## config.mk

```make
export PLATFORM = sky130hd
export DESIGN_NAME = des_keysched_stream
export DESIGN_NICKNAME = d
export VERILOG_FILES = /design/src/rtl/des_keysched_stream.sv
export SDC_FILE = /design/constraint.sdc
export NUM_CORES = 1
export LEC_CHECK = 0
export CAP_MARGIN = 20
export CORE_MARGIN = 1.5
export CORE_UTILIZATION = 50
export CTS_BUF_LIST = sky130_fd_sc_hd__clkbuf_2
export CTS_CLUSTER_SIZE = 8
export DETAILED_ROUTE_END_ITERATION = 10
export GPL_TIMING_DRIVEN = 0
export MAX_ROUTING_LAYER = met4
export PLACE_DENSITY = 0.84
export SYNTH_ARGS = -nofsm -noshare
export SYNTH_HDL_FRONTEND = slang
export SYNTH_SLANG_ARGS = --single-unit
```

## constraint.sdc

```tcl
create_clock -name clk -period 5.35 [get_ports clk]
set_clock_uncertainty 0.1 [all_clocks]
set_input_delay 0.8025 -clock clk [delete_from_list [all_inputs] [get_ports clk]]
set_output_delay 0.8025 -clock clk [all_outputs]
set_load 0.05 [all_outputs]
```

## src/rtl/des_keysched_stream.sv

```systemverilog
// DES key-schedule streamer: turns a PC-1 permuted C||D key into 16 PC-2 round keys,
// one per accepted valid/ready beat, in encrypt (K1..K16) or decrypt (K16..K1) order.
module des_keysched_stream #(
    parameter int ROUND_W   = 4,
    parameter int CD_OUT_EN = 1
) (
    input  logic               clk,
    input  logic               rst,
    input  logic               start,
    input  logic               decrypt,
    input  logic [55:0]        key_cd,
    output logic [47:0]        rk,
    output logic [ROUND_W-1:0] rk_round,
    output logic               rk_valid,
    input  logic               rk_ready,
    output logic               busy,
    output logic               done,
    output logic [55:0]        cd_out
);

    typedef enum logic [1:0] {
        IDLE = 2'd0,
        RUN  = 2'd1,
        DONE = 2'd2
    } state_t;

    // 1-based DES bit positions of C||D feeding each round-key bit, MSB (DES bit 1) first
    localparam int PC2_TAB [48] = '{
        14, 17, 11, 24,  1,  5,  3, 28, 15,  6, 21, 10,
        23, 19, 12,  4, 26,  8, 16,  7, 27, 20, 13,  2,
        41, 52, 31, 37, 47, 55, 30, 40, 51, 45, 33, 48,
        44, 49, 39, 56, 34, 53, 46, 42, 50, 36, 29, 32
    };

    state_t             state;
    state_t             state_next;
    logic [55:0]        cd;
    logic [55:0]        cd_next;
    logic [ROUND_W-1:0] count;
    logic [ROUND_W-1:0] count_next;
    logic               mode;
    logic               mode_next;
    logic [4:0]         count_inc;
    logic [4:0]         shift_idx;
    logic               last_beat;

    // Shift table entries 1, 2, 9 and 16 rotate by one; every other round rotates by two.
    function automatic logic is_double(input logic [4:0] n);
        return !((n == 5'd1) || (n == 5'd2) || (n == 5'd9) || (n == 5'd16));
    endfunction

    function automatic logic [27:0] rotl28(input logic [27:0] h, input logic two);
        return two ? {h[25:0], h[27:26]} : {h[26:0], h[27]};
    endfunction

    function automatic logic [27:0] rotr28(input logic [27:0] h, input logic two);
        return two ? {h[1:0], h[27:2]} : {h[0], h[27:1]};
    endfunction

    function automatic logic [55:0] rot_cd(input logic [55:0] v, input logic left, input logic two);
        logic [27:0] c;
        logic [27:0] d;
        if (left) begin
            c = rotl28(v[55:28], two);
            d = rotl28(v[27:0], two);
        end else begin
            c = rotr28(v[55:28], two);
            d = rotr28(v[27:0], two);
        end
        return {c, d};
    endfunction

    function automatic logic [47:0] pc2(input logic [55:0] v);
        logic [47:0] r;
        r = '0;
        for (int j = 0; j < 48; j++) begin
            r[47-j] = v[56-PC2_TAB[j]];
        end
        return r;
    endfunction

    always_ff @(posedge clk or negedge rst) begin
        if (!rst) begin
            state <= IDLE;
            cd    <= '0;
            count <= '0;
            mode  <= 1'b0;
        end else begin
            state <= state_next;
            cd    <= cd_next;
            count <= count_next;
            mode  <= mode_next;
        end
    end

    assign count_inc = 5'(count) + 5'd1;
    assign last_beat = (count == ROUND_W'(15));
    // Encrypt looks ahead to shift[n+1]; decrypt undoes shift[17-n] walking backwards.
    assign shift_idx = mode ? (5'd17 - count_inc) : (count_inc + 5'd1);

    always_comb begin
        state_next = state;
        cd_next    = cd;
        count_next = count;
        mode_next  = mode;
        case (state)
            IDLE: begin
                if (start) begin
                    mode_next  = decrypt;
                    count_next = '0;
                    // CD16 equals CD0, so decrypt starts from the unrotated key.
                    cd_next    = decrypt ? key_cd : rot_cd(key_cd, 1'b1, 1'b0);
                    state_next = RUN;
                end
            end
            RUN: begin
                if (rk_ready) begin
                    if (last_beat) begin
                        state_next = DONE;
                    end else begin
                        count_next = ROUND_W'(count_inc);
                        cd_next    = rot_cd(cd, !mode, is_double(shift_idx));
                    end
                end
            end
            DONE: begin
                state_next = IDLE;
            end
            default: begin
                state_next = IDLE;
            end
        endcase
    end

    assign rk_valid = (state == RUN);
    assign rk       = rk_valid ? pc2(cd) : '0;
    assign rk_round = rk_valid ? count : '0;
    assign busy     = (state == RUN) || (state == DONE);
    assign done     = (state == DONE);
    assign cd_out   = (CD_OUT_EN != 0) ? cd : '0;

endmodule

```

=== After elaboration in Yosys (flattened, before gate mapping) ===
Index checks and enable logic that the tools add are counted.

* Add/sub/neg operators: 3
* Equal/unequal tests: 11
* Reduce and logical (&&, ||, !) cells: 9
* Multiplexer cells: 22

{| class="wikitable"
|+ Operators with widths
! kind !! number
|-
| $mux W56 || 4
|-
| $mux W28 || 6
|-
| $pmux W56 S2 || 1
|-
| $mux W48 || 1
|-
| $mux W4 || 4
|-
| $pmux W4 S2 || 1
|-
| $mux W2 || 3
|-
| $add A4 B1 Y5 const B || 1
|-
| $add A5 B1 Y5 const B || 1
|-
| $eq A5 B1 Y1 const B || 1
|-
| $eq A5 B2 Y1 const B || 1
|-
| $eq A5 B4 Y1 const B || 1
|-
| $eq A5 B5 Y1 const B || 1
|-
| $mux W5 || 1
|-
| $sub A5 B5 Y5 const A || 1
|-
| $eq A4 B4 Y1 const B || 1
|-
| $logic_or A1 B1 Y1 || 4
|-
| $ne A2 B1 Y1 const B || 2
|-
| $ne A2 B2 Y1 const B || 2
|-
| $pmux W2 S2 || 1
|-
| $reduce_and A4 Y1 || 1
|-
| $reduce_and A3 Y1 || 1
|-
| $eq A2 B1 Y1 const B || 1
|-
| $eq A2 B2 Y1 const B || 1
|-
| 3 further kinds || 3
|}

* Word-level logic and storage cells: 49
* Register bits after elaboration: 63

=== Logic depth before layout (Yosys ltp) ===
* Depth after elaboration: 12
* Mapped depth: 14
* Depth with buffers taken out: 11

=== Least setup slack after synthesis ===
Ideal clock, no wire load.

* Kind: reg-to-reg
* Start: reg count[1]
* End: reg cd[47] (netlist: cd_out[47])
* Period minus slack after synthesis: 3.260 ns
* Data arrival time: 3.083 ns
* Library setup time: 0.077 ns
* Stages on the path, launching flop included: 11
* Required time: 5.173 ns
* Slack: 2.090 ns
* Buffers on the path: 2
* Cell sequence: dfrtp_1 > ha_1 > xor2_1 > or4_4 > and3_4 > buf_6 > or4_1 > buf_2 > nand2_1 > mux4_2 > o21ai_1

* Word-level cells in the longest chain between the ends: 12
* Elaborated cells on any way between the ends: 20

{| class="wikitable"
|+ Ends and longest elaborated chain
! what !! RTL line !! text
|-
| start: declaration || 39 || <nowiki>logic [ROUND_W-1:0] count;</nowiki>
|-
| start signal: assignment || 91 || <nowiki>count <= count_next;</nowiki>
|-
| $add A4 B1 Y5 || 96 || <nowiki>assign count_inc = 5'(count) + 5'd1;</nowiki>
|-
| $add A5 B1 Y5 / $sub A5 B5 Y5 (equally long branches) || 99 || <nowiki>assign shift_idx = mode ? (5'd17 - count_inc) : (count_inc + 5'd1);</nowiki>
|-
| $mux W5 || 99 ||
|-
| $eq A5 B1 Y1 / $eq A5 B2 Y1 (equally long branches) || 49 || <nowiki>return !((n == 5'd1) || (n == 5'd2) || (n == 5'd9) || (n == 5'd16));</nowiki>
|-
| $logic_or A1 B1 Y1 (3 in series) || 49 ||
|-
| $mux W28, on equally long branches || 53, 57 ||
|-
| $mux W28 || 63 || <nowiki>if (left) begin</nowiki>
|-
| $mux W56 || 118 || <nowiki>if (last_beat) begin</nowiki>
|-
| $mux W56 || 117 || <nowiki>if (rk_ready) begin</nowiki>
|-
| $pmux W56 S2 || 106 || <nowiki>case (state)</nowiki>
|-
| end signal: assignment || 90 || <nowiki>cd <= cd_next;</nowiki>
|-
| end: declaration || 37 || <nowiki>logic [55:0] cd;</nowiki>
|}

Parallel ways exist; a longest one is shown, timed or not. The select of a mux whose other input is x is not followed.
A chain may end at the register's enable or synchronous reset.

=== Worst setup path after layout ===
* Start: reg state[1]
* End: out rk[25]

* Word-level cells in the longest chain between the ends: 2

{| class="wikitable"
|+ Ends and longest elaborated chain
! what !! RTL line !! text
|-
| start: declaration || 35 || <nowiki>state_t state;</nowiki>
|-
| start signal: assignment || 89 || <nowiki>state <= state_next;</nowiki>
|-
| $eq A2 B1 Y1 || 135 || <nowiki>assign rk_valid = (state == RUN);</nowiki>
|-
| $mux W48 || 136 || <nowiki>assign rk = rk_valid ? pc2(cd) : '0;</nowiki>
|-
| end: declaration || 12 || <nowiki>output logic [47:0] rk,</nowiki>
|}

Every way passes these cells.

==> results.sh <==
export IMPL_status="finished, final reports clean"
export IMPL_worstPathMaxFanout=10
export IMPL_num_rows=38
export IMPL_drc_errors=0
export IMPL_ys_seq_elements=63
export IMPL_yosys_top_cells_area="dfrtp_1, mux2i_1, nor3_1"
export IMPL_syn_area_sq_um=5670
export IMPL_area_growth_pct=34.8
export IMPL_dr_pass1_iters=7
export IMPL_worst_pin_slew_ps=914
export IMPL_relSlewSlack=0.390
export IMPL_initial_core_util=0.519
export IMPL_grt_max_degree=64
export IMPL_crit_end="rk[25]"
export IMPL_grt_antenna_before_repair=1
export IMPL_max_stage_delay_ps=800
export IMPL_cts_tree="done"
export IMPL_core_sq_um=10900
export IMPL_ys_flop_type="dfrtp_1"
export IMPL_hold_class="input port to async pin"
export IMPL_cp_depth=7
export IMPL_fillers=950
export IMPL_hold_buffers=0
export IMPL_ant_nets=0
export IMPL_cts_setup_buffers=0
export IMPL_ctsResizeCount=0
export IMPL_yosysTopAreaCell="dfrtp_1"
export IMPL_path_cells="inv_1 -> ha_1 -> clkbuf_1 -> clkbuf_1 -> clkbuf_1 -> and2_1 -> clkdlybuf4s50_1"
export IMPL_r2r_start="count[1]"
export IMPL_reg2reg_depth=12
export IMPL_dieArea_sq_um=12000
export IMPL_setup_viol=0
export IMPL_pin_count=172
export IMPL_synth_cell_types=54
export IMPL_crit_family="buffers and inverters"
export IMPL_drive_gt1_frac=0.0647
export IMPL_hold_viol_final=0
export IMPL_clock_latency_ps=630
export IMPL_avgSynthCellArea_sq_um=7.80
export IMPL_gp_congestion=0.963
export IMPL_rsz0062_at_grt="no"
export IMPL_yosysWarnings=0
export IMPL_finalSetupTns_ps=0
export IMPL_overflow=0
export IMPL_ctsRootBufferMaster="clkbuf_2"
export IMPL_synth_async_reset_ratio=1.00
export IMPL_synth_top_cells_by_count="nor3_1, a21oi_1, dfrtp_1"
export IMPL_path_class="flip-flop to output pin"
export IMPL_wire_per_inst_um=23.6
export IMPL_synth_edf_count=0
export IMPL_htree_levels=3
export IMPL_numPortBuffers=170
export IMPL_final_min_clock_period_ps=4890
export IMPL_slowest_stage="clkdlybuf4s50_1"
export IMPL_fin_util=0.700
export IMPL_max_cap_viol_count=0
export IMPL_routed_wl_um=24900
export IMPL_grt_pass1_vias=7025
export IMPL_final_nets=976
export IMPL_vias=7218
export IMPL_track_usage=0.431
export IMPL_clockBufferDepth=2
export IMPL_hpwlAfterDp_um=17800
export IMPL_dieHeight_um=110
export IMPL_worstPathArrival_ps=3990
export IMPL_netlist_instances=727
export IMPL_placed_area_sq_um=7550
export IMPL_timing_critical_path_buf_inv=5
export IMPL_seq_area_sq_um=1580
export IMPL_r2r_end="cd_out[35]"
export IMPL_die_w_um=110
export IMPL_multi_input_area_sq_um=3700
export IMPL_fmax_mhz=204
export IMPL_crit_path_end_kind="output pin"
export IMPL_cp_start_kind="flip-flop"
export IMPL_synth_yosys_seq_area_share=0.278
export IMPL_critPathMostFrequentCell="clkbuf_1"
export IMPL_cts_buffers=9
export IMPL_synth_nets=795
export IMPL_worstSetupStartpoint="state[1]"
export IMPL_finalInstanceArea_sq_um=7650
export IMPL_grt_pass1_wl_um=37700
export IMPL_via_per_inst=6.85
export IMPL_drt_iter0_drc=1044
export IMPL_yosysMostFrequentCell="nor3_1"
export IMPL_drv_slew=0
export IMPL_cp_required_ps=4450
export IMPL_synth_top_cell_area_share=0.278
export IMPL_final_period_utilization=0.915
export IMPL_clkTransAtPathRegs_ps=190
export IMPL_rrSetupSlack_ps=1090
export IMPL_clock_sinks=63
flip-flops by register name, indices dropped and copies added, names as in the netlist:
| register | flops |
|---|---|
| count | 4 |
| state | 2 |
| mode | 1 |
| cd_out | 56 |
routing by layer:
| layer | track usage | vias up | wire length [um] |
|---|---|---|---|
| li1 | - | 3076 | - |
| met1 | 0.548 | 3360 | 9550 |
| met2 | 0.633 | 661 | 11000 |
| met3 | 0.0954 | 121 | 3160 |
| met4 | 0.244 | 0 | 1130 |
| met5 | - | - | 0 |
area by class of cell:
class	count	share of cell area
diodes	1	0.000327
plain buffers	75	0.0415
clock buffers	10	0.00654
clock inverters	5	0.00654
inverters	21	0.0103
multi-input cells	568	0.484
flip-flops and latches	63	0.206
well taps	140	0.0229
repair buffers	170	0.222
worst min path at each step:
stage                          start          to  slack, ps  cells after the start
after floorplan             state[1]    state[1]        400                      1
after global placement      state[1]    state[1]        410                      1
after detailed placement  cd_out[46]  cd_out[46]        440                      2
after CTS                        rst    count[0]        190                      1
after global routing             rst  cd_out[16]        260                      1
final                            rst    count[1]        140                      1
placed cells by master (no fill, tap or decap), types with 3 or more instances in the layout:
master	Yosys	routed
clkdlybuf4s50_1	0	169
nor3_1	87	87
a21oi_1	67	67
dfrtp_1	63	63
mux2i_1	57	57
clkbuf_1	56	56
o21ai_1	40	40
and2_1	39	39
o31ai_1	36	36
o21ai_0	35	35
and3_1	34	34
nand3_1	26	26
a21boi_0	23	23
nor2_1	22	22
inv_1	19	19
a31o_2	16	16
a211oi_1	14	14
nor3b_1	13	13
nand2_1	11	11
clkbuf_2	1	11
buf_2	10	10
ha_1	7	7
buf_1	5	5
xor2_1	3	3
buf_6	3	3
a21oi_2	3	3
per-stage QoR:
| step | cells | hold WS (ps) | setup slack, ps |
|---|---|---|---|
| 6_report | 1053 | 144 | 457 |
| 4_1_cts | 1052 | 194 | 598 |
| 3_3_place_gp | 1037 | 410 | 1170 |
| 3_5_place_dp | 1037 | 437 | 1290 |
| 5_1_grt | 1053 | 255 | 379 |
| 2_1_floorplan | 727 | 395 | 2090 |
worst register-to-register path: stages (launching register included):
cell and delay, ps:
dfrtp_1 570, ha_1 260, xor2_1 450, ha_1 250, xor2_1 150, o32a_1 320, a22oi_1 170, o21a_1 130
buf_2 190, nor2_1 540, clkbuf_1 650, a211oi_1 200, o21ai_1 200
logic make-up (layout without fill, tap and decap cells):
group                    after synthesis  after routing  share of synthesized area
adder cells (fa/ha/maj)                7              7                     0.0154
AO/OA/AOI/OAI                        253            253                      0.281
other                                  0              1                          0
AND/OR/NAND/NOR                      244            244                      0.239
flip-flops                            63             63                      0.278
XOR/XNOR                               3              3                    0.00463
multiplexers                          61             61                      0.112
buffers and inverters                 96            281                     0.0699
Power is not shown: default switching activity piles up to over one toggle a cycle in this logic, so the estimate is an artifact.
